--- src/rtl/cell_stream_link_model_pkg.sv ---
// cell_stream_link_model_pkg: shared state encoding and LATENCY legality check
// Ports: none (package)
package cell_stream_link_model_pkg;
   typedef enum logic [1:0] {ST_IDLE, ST_PASS, ST_DROP} state_e;
   localparam int LATENCY_MIN = 1;
   localparam int LATENCY_MAX = 64;
   function automatic bit latency_ok(input int l);
      return (l >= LATENCY_MIN) && (l <= LATENCY_MAX);
   endfunction
endpackage

--- src/rtl/cell_stream_link_channel.sv ---
// cell_stream_link_channel: one looped link with packet FSM, drop/corrupt injection, counters and delay line
// Ports: i_clk/i_rst clock and sync reset; i_tvalid/i_tlast/i_tdata TX word; i_link_up link status;
//        i_drop_strobe/i_corrupt_strobe/i_corrupt_mask fault injection; o_tvalid/o_tlast/o_tdata RX word;
//        o_packet_count/o_drop_count forwarded and dropped packet counters
module cell_stream_link_channel
   import cell_stream_link_model_pkg::*;
#(
   parameter int DATA_WIDTH  = 32,
   parameter int LATENCY     = 4,
   parameter int COUNT_WIDTH = 16
) (
   input  logic                   i_clk,
   input  logic                   i_rst,
   input  logic                   i_tvalid,
   input  logic                   i_tlast,
   input  logic [DATA_WIDTH-1:0]  i_tdata,
   input  logic                   i_link_up,
   input  logic                   i_drop_strobe,
   input  logic                   i_corrupt_strobe,
   input  logic [DATA_WIDTH-1:0]  i_corrupt_mask,
   output logic                   o_tvalid,
   output logic                   o_tlast,
   output logic [DATA_WIDTH-1:0]  o_tdata,
   output logic [COUNT_WIDTH-1:0] o_packet_count,
   output logic [COUNT_WIDTH-1:0] o_drop_count
);
   state_e                 r_state, w_next_state;
   logic                   r_drop_pending, r_corrupt_pending, r_corrupt_cur;
   logic [COUNT_WIDTH-1:0] r_packet_count, r_drop_count;
   logic                   r_v [LATENCY];
   logic                   r_l [LATENCY];
   logic [DATA_WIDTH-1:0]  r_d [LATENCY];
   logic                   w_first, w_drop_now, w_pass_word, w_drop_word, w_corrupt_word;
   logic                   w_next_drop_pending, w_next_corrupt_pending, w_next_corrupt_cur;
   logic [DATA_WIDTH-1:0]  w_in_d;
   always_ff @(posedge i_clk) begin
      if (i_rst) r_state <= ST_IDLE;
      else r_state <= w_next_state;
   end
   always_comb begin
      w_next_state = r_state;
      if (i_tvalid)
         w_next_state = (r_state == ST_IDLE) ? (i_tlast ? ST_IDLE : (w_drop_now ? ST_DROP : ST_PASS))
                                             : (i_tlast ? ST_IDLE : r_state);
   end
   // The pass/drop decision is taken only on a packet's first word; later words follow the latched state.
   always_comb begin
      w_first                = i_tvalid & (r_state == ST_IDLE);
      w_drop_now             = ~i_link_up | r_drop_pending | i_drop_strobe;
      w_pass_word            = i_tvalid & (w_first ? ~w_drop_now : (r_state == ST_PASS));
      w_drop_word            = i_tvalid & ~w_pass_word;
      w_corrupt_word         = w_pass_word & i_tlast & (w_first ? (r_corrupt_pending | i_corrupt_strobe) : r_corrupt_cur);
      w_next_drop_pending    = (w_first & w_drop_now) ? 1'b0 : (r_drop_pending | i_drop_strobe);
      // A pending corruption is bound to a packet when it is accepted, so strobes arriving mid-packet
      // remain pending for the following one. Dropped packets leave it pending.
      w_next_corrupt_pending = (w_first & ~w_drop_now) ? 1'b0 : (r_corrupt_pending | i_corrupt_strobe);
      w_next_corrupt_cur     = (w_first & ~w_drop_now) ? (r_corrupt_pending | i_corrupt_strobe) : r_corrupt_cur;
      w_in_d                 = i_tdata ^ (w_corrupt_word ? i_corrupt_mask : '0);
   end
   always_ff @(posedge i_clk) begin
      if (i_rst) begin
         r_drop_pending    <= 1'b0;
         r_corrupt_pending <= 1'b0;
         r_corrupt_cur     <= 1'b0;
         r_packet_count    <= '0;
         r_drop_count      <= '0;
         for (int i = 0; i < LATENCY; i++) begin
            r_v[i] <= 1'b0;
            r_l[i] <= 1'b0;
            r_d[i] <= '0;
         end
      end else begin
         r_drop_pending    <= w_next_drop_pending;
         r_corrupt_pending <= w_next_corrupt_pending;
         r_corrupt_cur     <= w_next_corrupt_cur;
         if (w_pass_word & i_tlast) r_packet_count <= r_packet_count + COUNT_WIDTH'(1);
         if (w_drop_word & i_tlast) r_drop_count <= r_drop_count + COUNT_WIDTH'(1);
         r_v[0] <= w_pass_word;
         r_l[0] <= w_pass_word & i_tlast;
         r_d[0] <= w_in_d;
         for (int i = 1; i < LATENCY; i++) begin
            r_v[i] <= r_v[i-1];
            r_l[i] <= r_l[i-1];
            r_d[i] <= r_d[i-1];
         end
      end
   end
   assign o_tvalid       = r_v[LATENCY-1];
   assign o_tlast        = r_v[LATENCY-1] & r_l[LATENCY-1];
   assign o_tdata        = r_v[LATENCY-1] ? r_d[LATENCY-1] : '0;
   assign o_packet_count = r_packet_count;
   assign o_drop_count   = r_drop_count;
endmodule

--- config.mk ---
export PLATFORM = sky130hd
export DESIGN_NAME = cell_stream_link_channel
export DESIGN_NICKNAME = d
export VERILOG_FILES = /design/src/rtl/cell_stream_link_model_pkg.sv /design/src/rtl/cell_stream_link_channel.sv
export SDC_FILE = /design/constraint.sdc
export NUM_CORES = 1
export LEC_CHECK = 0
export CORE_UTILIZATION = 50
export CTS_CLUSTER_SIZE = 25
export DETAILED_ROUTE_END_ITERATION = 16
export PLACE_DENSITY = 0.85
export SLEW_MARGIN = 10
export SYNTH_ARGS = -nofsm -noshare
export SYNTH_HDL_FRONTEND = slang
export SYNTH_SLANG_ARGS = --single-unit
--- constraint.sdc ---
create_clock -name i_clk -period 3.55 [get_ports i_clk]
set_clock_uncertainty 0.2 [all_clocks]
set_input_delay 0.71 -clock i_clk [delete_from_list [all_inputs] [get_ports i_clk]]
set_output_delay 0.71 -clock i_clk [all_outputs]
set_load 0.005 [all_outputs]
==> Word level (Yosys, flattened, before mapping) <==
Memories as Yosys holds them, arrays and structs flattened.
Index checks and enable logic that the tools add are counted.
{ "op_classes": {"bitwise": 29, "eq_ne": 1, "addsub": 2, "muxes": 23, "n_reduce_logical": 5} }
{ "op_table": {"columns": ["operator", "count"], "rows": [
  ["two-way mux 32 bit", 6],
  ["adder 16 x 1 -> 16 bit, second input constant", 2],
  ["XOR 32 bit", 1],
  ["OR 1 bit", 16],
  ["two-way mux 1 bit", 13],
  ["bitwise AND 1 bit", 9],
  ["two-way mux 2 bit", 4],
  ["OR reduction 2 bit", 2],
  ["NOT 1 bit", 3],
  ["== test 2 x 1 -> 1 bit, second input constant", 1],
  ["logical NOT 2 bit", 1],
  ["AND reduction 2 bit", 1],
  ["nonzero test 2 bit", 1]
]} }
{ "word_totals": {"mem_count": 3, "input_bits": 71, "ramBits": 136, "register_bits": 37, "elab_cells": 69, "out_inout_bits": 66} }
{ "memory_table": {"columns": ["memory", "words", "word_bits", "read_ports", "rd_clocked_by_memory_dff", "write_ports", "line_no", "rtl"], "rows": [
  ["r_d", 4, 32, 4, 0, 4, "cell_stream_link_channel.sv:32", "logic [DATA_WIDTH-1:0] r_d [LATENCY];"],
  ["r_l", 4, 1, 4, 0, 4, "cell_stream_link_channel.sv:31", "logic r_l [LATENCY];"],
  ["r_v", 4, 1, 4, 0, 4, "cell_stream_link_channel.sv:30", "logic r_v [LATENCY];"]
]} }

==> Depth between registers and ports, before layout <==
{ "logic_depth": {"ltp_word": 11, "depth_mapped": 6, "ltp_nobuf": 5} }

==> Worst setup path before layout <==
Ideal clock, no wire load.
{ "synth_path": {"path_kind": "input-to-reg", "startpoint": "input port i_link_up", "endpoint": "memory r_d[0][10]", "arrival_ns": 1.770, "required_ns": 3.229, "setup_slack_ns": 1.459, "cell_stages": 6, "setup_ns": 0.121, "cell_sequence": "nor3b_4 > buf_6 > a22o_4 > buf_4 > nand3_1 > mux2_2"} }
{ "synth_rtl": {"columns": ["element", "line_no", "rtl"], "rows": [
  ["start: declaration", "cell_stream_link_channel.sv:17", "input logic i_link_up,"],
  ["end: declaration", "cell_stream_link_channel.sv:32", null]
]} }

==> parameters.txt <==
Parameter                              Value

Hold path
  Endpoint with the worst hold slack    r_d[0][94]
  Launch point of the worst hold path    r_d[0][62]
  Hold Path Depth    1
  Min-Delay Path Class    flop to flop

Yosys
  Synth Warn #    0
  Combinational family with the most area after synthesis    simple AND/OR/NAND/NOR gates
  Xor-xnor portion of the synthesized cell area    0.009732
  Cell count after synthesis    625
  Flip-flop cell with the highest count after synthesis    sky130_fd_sc_hd__dfxtp_1
  Synth Area in Compound Gates    0.06097
  Syn_nets    698
  Yosys reg bits    173
  Distinct cell type count of the synthesized netlist    41
  Share of synthesized area occupied by flip-flops and latches    0.5498
  Mapped Avg Cell Area    10.08 µm²
  Number of enable-type register cells in the synthesized netlist    0
  Basic-gate share of the synthesized area counting and, or, nand and nor cells    0.2852
  Post-Syn Area    6300 µm²
  Adder-cell area share of the yosys netlist    0.003972
  Fraction of registers with async set/reset    0
  Share of cell area taken by muxes after synthesis    0.06038

GRT
  Maximum number of pins on one net before global-route repair    84
  Total overflow reported by the global router    0
  Global routing usage summed across all routing layers    0.1971
  Vias in the first global route    4349
  Antenna violations before repair    0
  Global-route wire length before repair    20110 µm

Placement
  Count of input and output buffers    136
  Half-perimeter wire length after placement    8220 µm
  Post-place instance area    7757 µm²
  RD Place Congestion    0.7877

Critical path
  CP max FO    21
  Kind of cell with the highest combined delay on the critical path    buffers and inverters
  Slowest CP cell    sky130_fd_sc_hd__dfxtp_1
  Element type at the critical path start    flop
  Critical path required time    2.64 ns
  R2R cell count    4
  Crit path arrival time    2.08 ns
  Reg2Reg Capture Point    r_d[0][13]
  Worst flop-to-flop path startpoint    r_drop_pending
  Worst R2R Setup Slack    1.36 ns
  Crit path buf inv count    2
  Endpoint type of the worst setup path    primary output
  Critical Path, Cell by Cell    buf_4 -> and2_1 -> clkdlybuf4s50_1
  Slowest stage delay, CP    0.74 ns
  Kind of critical path    flop to primary output

STA
  Transition time at the pin with the least slew margin    0.6636 ns
  Rel. slew slack    0.5570
  Final hold violation count    0
  Setup violation total in the final timing report    0
  Top achievable clock speed    334.5 MHz
  Worst-case hold slack    0.2260 ns
  Unrepaired setup endpoints after global routing    false
  Final critical delay including setup and external delays    2.990 ns
  Sum Neg Setup Slack    0 ns
  Number of max-slew violations in the final report    0
  Final Cycle Share    0.8422

Finish
  Antenna Cells    0
  Highest-count cells in the layout ignoring fill and taps    sky130_fd_sc_hd__dfxtp_1, sky130_fd_sc_hd__clkdlybuf4s50_1, sky130_fd_sc_hd__nor2b_1, sky130_fd_sc_hd__nor2_1, sky130_fd_sc_hd__nand3_1
  Proportion of layout cells with a drive suffix above 1    0.09055
  Most common cell after layout, fill and taps aside    sky130_fd_sc_hd__dfxtp_1
  Design Area, Final    8352 µm²
  Area growth, synth to finish    32.57%
  Final net count    822

Clocking
  TritonCTS clock tree    done
  Number of buffers created by CTS    17
  CTS-repair resized insts    0
  H-tree lvl count    4
  Clk sinks    173
  Max Root-Sink Buffers    2
  Count of hold-fix buffers inserted at cts    0
  Clock-pin slew on the worst setup and hold paths    0.06 ns
  Latest clock arrival within the worst-skew pair    0.42 ns
  Post-CTS setup repair buffer count    0
  Clock root buffer    sky130_fd_sc_hd__clkbuf_16

Drt
  1st-pass router iterations    4
  Vias per Instance    4.974
  DRT iter0 DRCs    213
  Routed wirelength normalized by instance count    13.46 µm
  Vias    4626
  Final wirelength    12520 µm
  # DRC    0
  Antenna Nets Post-Route    0

Floorplan
  Area of the core    12160 µm²
  Die Width    114.2 µm
  Vertical extent of the die    114.2 µm
  Die Outline Area    13050 µm²
  Number of rows in the core area    40
  Io pins    137
  Effective utilization at floorplan    0.5180

Status
  Outcome    completed

Pwr
  Leakage power of the design    3.079 nW
  Power per Cell Area    489.1 nW/µm²
  Peak supply drop    0.0002632 V

Job
  Maxcap violations    0
-- synthesized netlist by cell type (2+ instances only) --
cell | number | area share
sky130_fd_sc_hd__dfxtp_1 | 173 | 0.55
sky130_fd_sc_hd__nor2b_1 | 134 | 0.13
sky130_fd_sc_hd__nor2_1 | 45 | 0.027
sky130_fd_sc_hd__nand3_1 | 40 | 0.032
sky130_fd_sc_hd__and2_1 | 36 | 0.036
sky130_fd_sc_hd__a21oi_1 | 25 | 0.020
sky130_fd_sc_hd__mux2_2 | 25 | 0.045
sky130_fd_sc_hd__clkbuf_1 | 24 | 0.014
sky130_fd_sc_hd__o21ai_0 | 13 | 0.010
sky130_fd_sc_hd__or3_1 | 12 | 0.012
sky130_fd_sc_hd__nand2_1 | 11 | 0.0066
sky130_fd_sc_hd__o31ai_1 | 11 | 0.013
sky130_fd_sc_hd__or4_1 | 11 | 0.013
sky130_fd_sc_hd__mux2_1 | 7 | 0.013
sky130_fd_sc_hd__nand4_1 | 7 | 0.0070
sky130_fd_sc_hd__xor2_1 | 6 | 0.0083
sky130_fd_sc_hd__buf_4 | 5 | 0.0060
sky130_fd_sc_hd__and3_1 | 4 | 0.0040
sky130_fd_sc_hd__buf_2 | 4 | 0.0032
sky130_fd_sc_hd__and4_1 | 3 | 0.0042
sky130_fd_sc_hd__buf_1 | 3 | 0.0018
sky130_fd_sc_hd__buf_6 | 2 | 0.0036
sky130_fd_sc_hd__ha_1 | 2 | 0.0040
sky130_fd_sc_hd__inv_1 | 2 | 0.0012
sky130_fd_sc_hd__mux2i_1 | 2 | 0.0032
sky130_fd_sc_hd__nor3_1 | 2 | 0.0016
sky130_fd_sc_hd__o211ai_4 | 2 | 0.0068
-- cells by family (layout without fill, tap and decap cells) --
kind of cell             after synthesis  in the layout
AND/OR/NAND/NOR                      311            311
XOR/XNOR                               7              7
AO/OA/AOI/OAI                         58             58
flip-flops                           173            173
buffers and inverters                 40            177
adder cells (fa/ha/maj)                2              2
multiplexers                          34             34
-- how the worst max path moves through the flow --
stage,from,to,slack (ns),cells after the start
2_1_floorplan,i_link_up,r_d[0][10],1.46,6
3_3_place_gp,i_drop_strobe,r_d[0][24],0.65,5
3_5_place_dp,i_drop_strobe,r_d[0][24],0.54,5
4_1_cts,r_v[3],o_tdata[1],0.50,3
5_1_grt,r_v[3],o_tdata[1],0.40,3
6_report,r_v[3],o_tdata[1],0.56,3
-- flip-flops by register name, summed over array words and instances (netlist names) --
signal	count
r_corrupt_pending	1
r_l	4
r_v	4
r_corrupt_cur	1
r_d	128
r_drop_pending	1
r_state	2
o_packet_count	16
o_drop_count	16
-- worst register-to-register path, cell delays in order, from the launching register on --
cell and delay, ns:
sky130_fd_sc_hd__dfxtp_1 0.35, sky130_fd_sc_hd__nor3b_4 0.56, sky130_fd_sc_hd__a22o_4 0.46, sky130_fd_sc_hd__nand3_1 0.20, sky130_fd_sc_hd__mux2_2 0.31
-- area by class of cell --
| cell class | instances | area, µm² |
|---|---|---|
| Clock buffer | 21 | 460.4 |
| Clock inverter | 11 | 133.9 |
| Fill cell | 898 | 3810 |
| Inverter | 2 | 7.507 |
| Multi-Input combinational cell | 412 | 2649 |
| Sequential cell | 173 | 3463 |
| Tap cell | 168 | 210.2 |
| Timing Repair Buffer | 143 | 1428 |
-- routing by layer --
metal | GRT usage | wire (µm)
met5 | 0 | 0
met4 | 0.09784 | 333
met3 | 0.04129 | 463
met2 | 0.3661 | 6608
met1 | 0.2110 | 5109
-- metrics by stage --
stage,power (W),utilization,worst slack (ns),std cells
after floorplan,0.002183,-,1.459,625
after global placement,0.002286,0.6379,0.6496,898
after detailed placement,0.002297,0.6379,0.5444,898
after CTS,0.004116,0.6867,0.4981,930
after global routing,0.004223,0.6867,0.4005,930
final,0.004085,0.6867,0.5603,930
-- report_power, final --
part	switching (W)	internal, W	total [W]
clock	0.000747	0.00108	0.00183
combinational	0.000103	0.000137	0.000240
sequential	0.0000167	0.00200	0.00202
total	0.000867	0.00322	0.00408
Note: power is estimated with default switching activity, not from simulation.
==> edit 1: new RTL, same settings <==
The parameter `LATENCY` goes from 4 to 2.
--- a/src/rtl/cell_stream_link_channel.sv
+++ b/src/rtl/cell_stream_link_channel.sv
@@ -8,3 +8,3 @@
    parameter int DATA_WIDTH  = 32,
-   parameter int LATENCY     = 4,
+   parameter int LATENCY     = 2,
    parameter int COUNT_WIDTH = 16
Formal check against the unedited RTL: not equivalent (a bounded check fails within 4 cycles, from zero or initial values and one cycle with i_rst high).
==> edit 1 against the unedited design <==
Global-route usage increased by 2.0 points. Critical path depth rose by 2. Sequential power fell by 39%. Area after synthesis fell by 30%. Non-clock buffer count is the same. Sequential cell count shrank 68. Wire length fell by 19%. Cell area is 28% lower. Total power fell by 46%. Setup slack gained 0.072 ns. Worst hold slack improved by 0.015 ns. Maximum frequency rose by 2.5%. Critical path type is now in -> reg.
==> edit 1: results <==
outcome:
  outcome: "finished clean"
clock_network:
  cts.clk_slew.worst_paths_ns: 0.09
  cts_made_buffers: 9
  clkLatencyLatePin_ns: 0.35
  htreeDepth: 3
  clockRootBuffer: "clkbuf_8"
worst_setup_path:
  worstSetupStartpoint: "i_tvalid"
  path_max_fanout: 62
  reg2reg_from: "r_state[0]"
placement:
  place_area_um2: 5810
  finalWeightedCongestion: 0.749
  dp_cells: 705
  preCtsSetupSlack_ns: 0.303
yosys:
  ys_top_cells_by_area: "dfxtp_1, o31ai_1, or4_1, a21oi_1, nor2b_1"
  synthCells: 494
  ys_top_cells_by_count: "dfxtp_1, a21oi_1, o31ai_1"
  yosysUniqueCellTypes: 38
min_path:
  hp-start: "r_d[0][1]"
global_route:
  grt.total_usage: 0.218
  grt_max_degree: 79
  grt_pass1_wl_um: 15600
detailed_routing:
  drtIter0Drc: 102
  via_per_inst: 5.57
final_layout:
  largest_register_ffs: 64
  stdcell_count: 721
  n_fill_cell: 661
floorplan:
  fp-row-count: 33
power:
  ir_drop_v: 0.000198
  power.leakage_nw: 2.16
sta:
  max_slew.worst_pin.slew_ns: 0.981
edit 1: cell count changes in the layout (fill, tap and decap cells not counted), moves of 31 or more:
cell	delta
nor2b_1	-98
dfxtp_1	-68
inv_1	+38
a21oi_1	+34
o31ai_1	+34
nand3_1	-33
or4_1	+33
nor2_1	-31
edit 1: where the power goes:
group | switching [mW] | internal (mW)
sequential | 0.0132 | 1.22
combinational | 0.101 | 0.113
clock | 0.377 | 0.383
edit 1: worst paths after layout:
kind                     end  slack, ns  cells after the start
setup / recovery   r_d[0][5]       0.63                      5
hold / removal    r_d[0][33]       0.24                      1
setup reg to reg   r_d[0][5]       1.13                      4
hold reg to reg   r_d[0][33]       0.24                      1
edit 1: cell type report:
cell class                      count  area share
Clock buffer                       12      0.0274
Tap cell                          105      0.0218
Timing Repair Buffer              143       0.234
Clock inverter                      4     0.00830
Sequential cell                   105       0.349
Inverter                           40      0.0249
Multi-Input combinational cell    312       0.335
edit 1: worst max-delay path, cell delays in order:
cell and delay, ns:
clkdlybuf4s50_1 0.55, nor3b_2 0.23, mux2_2 0.69, or4_1 0.60
a21oi_1 0.18
edit 1: metrics by stage:
stage	hold slack [ns]	utilization	power (mW)
final	0.241	0.719	2.21
after global routing	0.259	0.719	2.30
after floorplan	0.214	-	1.36
after CTS	0.243	0.719	2.23
after global placement	0.218	0.693	1.46
after detailed placement	0.220	0.693	1.47
edit 1: logic make-up after synthesis:
kind of cell | count (synthesis) | share of synthesized area
xor gates and xnor gates | 5 | 0.00989
AOI/OAI and AO/OA | 122 | 0.172
buffers and inverters | 77 | 0.0693
adders and majority gates | 2 | 0.00565
and+or+nand+nor | 179 | 0.259
DFF | 105 | 0.475
muxes | 4 | 0.00961
edit 1: routing by layer:
layer / track usage / wire length, um
met5: 0 / 0
met4: 0.114 / 290
met3: 0.0355 / 476
met2: 0.393 / 5300
met1: 0.244 / 4030
==> edit 2: new RTL, same flow settings <==
Without the edit above. Encoding of `state_e`: now one-hot (3 bits for 3 states).
--- a/src/rtl/cell_stream_link_model_pkg.sv
+++ b/src/rtl/cell_stream_link_model_pkg.sv
@@ -3,3 +3,3 @@
 package cell_stream_link_model_pkg;
-   typedef enum logic [1:0] {ST_IDLE, ST_PASS, ST_DROP} state_e;
+   typedef enum logic [2:0] {ST_IDLE = 3'b001, ST_PASS = 3'b010, ST_DROP = 3'b100} state_e;
    localparam int LATENCY_MIN = 1;
Formal check against the unedited RTL: no difference found for any inputs over 10 cycles, from zero or initial values and one cycle with i_rst high; not proved beyond that.
==> edit 2 against the unedited design <==
Critical endpoint is now o_tdata[5]. Setup slack better by 0.11 ns. Largest power group unchanged. Cell area up 1.1%. Total power down 1.0%. Worst hold slack better by 0.0072 ns. Area after synthesis up 2.2%. Wire length up 5.7%. Combinational power up 2%. Sequential cell count up 1. Die area up 2.2%.
==> edit 2: results <==
clock_network:
  cts_hold_buf: 0
  clockBufferDepth: 2
  cts.clk_slew.worst_paths_ns: 0.06
  clockRootBuffer: "clkbuf_16"
  cts_made_buffers: 17
  cts_resized: 0
  clkLatencyLatePin_ns: 0.42
  htreeDepth: 4
  cts_setup_buffers: 0
global_route:
  antenna_found_initial: 0
  grt.total_usage: 0.207
  grt_pass1_wl_um: 21400
  grt_max_degree: 140
  grt_pass1_vias: 4618
sta:
  maxSlewHeadroom: 0.367
detailed_routing:
  via_count: 4798
  drtIter0Drc: 286
  avgRoutedWirePerCell_um: 13.9
  first_pass_iters: 5
final_layout:
  top_register: "r_d"
  nets: 841
  syn_to_final_growth_pct: 31.1
  drive_above_1_share: 0.104
  largest_register_ffs: 128
  antenna_cells: 0
  n_fill_cell: 946
yosys:
  yosysUniqueCellTypes: 40
  ys_top_cells_by_count: "dfxtp_1, nor2b_1, nand3_1"
  yosys_warnings: 0
  ys_top_cells_by_area: "dfxtp_1, nor2b_1, mux2_2, nand3_1, and2_1"
  seq_area_frac_synth: 0.541
  syn-num-nets: 719
  synth-async-reset-ratio: 0
  synthFlopType: "dfxtp_1"
power:
  ir_drop_v: 0.000246
  power.leakage_nw: 3.10
worst_setup_path:
  crit_path_top_delay_cell: "dfxtp_1"
  path_max_fanout: 34
  crit_family: "flip-flops"
  slowest_delay_ns: 0.81
  ff2ff_path_depth: 5
placement:
  finalWeightedCongestion: 0.874
  place_area_um2: 7880
  hpwl_um: 8870
  io_buffers: 136
outcome:
  outcome: "finished clean"
min_path:
  worst_hold_path.num_cells: 1
  hold_class: "reg -> reg"
[edit 2: kinds of logic (layout without fill, tap and decap cells)]
kind of cell | count (synthesis) | count (layout) | share of synthesized area
buffers and inverters | 47 | 181 | 0.0359
xor gates and xnor gates | 3 | 3 | 0.00408
and+or+nand+nor | 321 | 321 | 0.290
DFF | 174 | 174 | 0.541
AOI/OAI and AO/OA | 65 | 65 | 0.0620
muxes | 34 | 34 | 0.0628
adders and majority gates | 2 | 2 | 0.00389
[edit 2: path summary, 6_finish.rpt]
check                  start          end  slack, ns
hold reg to reg   r_d[0][71]  r_d[0][103]       0.23
setup / recovery      r_v[3]   o_tdata[5]       0.67
hold / removal    r_d[0][71]  r_d[0][103]       0.23
setup reg to reg  r_state[1]   r_d[0][24]       1.25
[edit 2: layout make-up]
cell class                 instances  share of cell area
tap                              172              0.0255
clock buffer                      17              0.0504
inverter                           4             0.00178
timing repair buffer             146               0.170
sequential                       174               0.413
clock inverter                    14              0.0166
multi-input combinational        425               0.323
[edit 2: per-stage QoR]
step | cells | hold slack (ns) | setup WS, ns
finish | 952 | 0.233 | 0.667
global route | 952 | 0.251 | 0.442
CTS | 952 | 0.235 | 0.618
detailed placement | 921 | 0.220 | 0.425
global placement | 921 | 0.216 | 0.491
floorplan | 646 | 0.214 | 1.14
[edit 2: layer usage]
metal  up-vias  wire, um  share of wire  global-route usage
met5         -         0              0                   0
met2       156      6800           0.51               0.374
li1       2411         -              -                   -
met3        18       660          0.050              0.0455
met1      2213      5580           0.42               0.238
met4         0       188          0.014              0.0823
[edit 2: power breakdown]
| part | total [mW] | switching, mW | internal [mW] |
|---|---|---|---|
| Clock | 1.77 | 0.738 | 1.03 |
| Sequential | 2.03 | 0.0172 | 2.01 |
| Combinational | 0.245 | 0.108 | 0.137 |
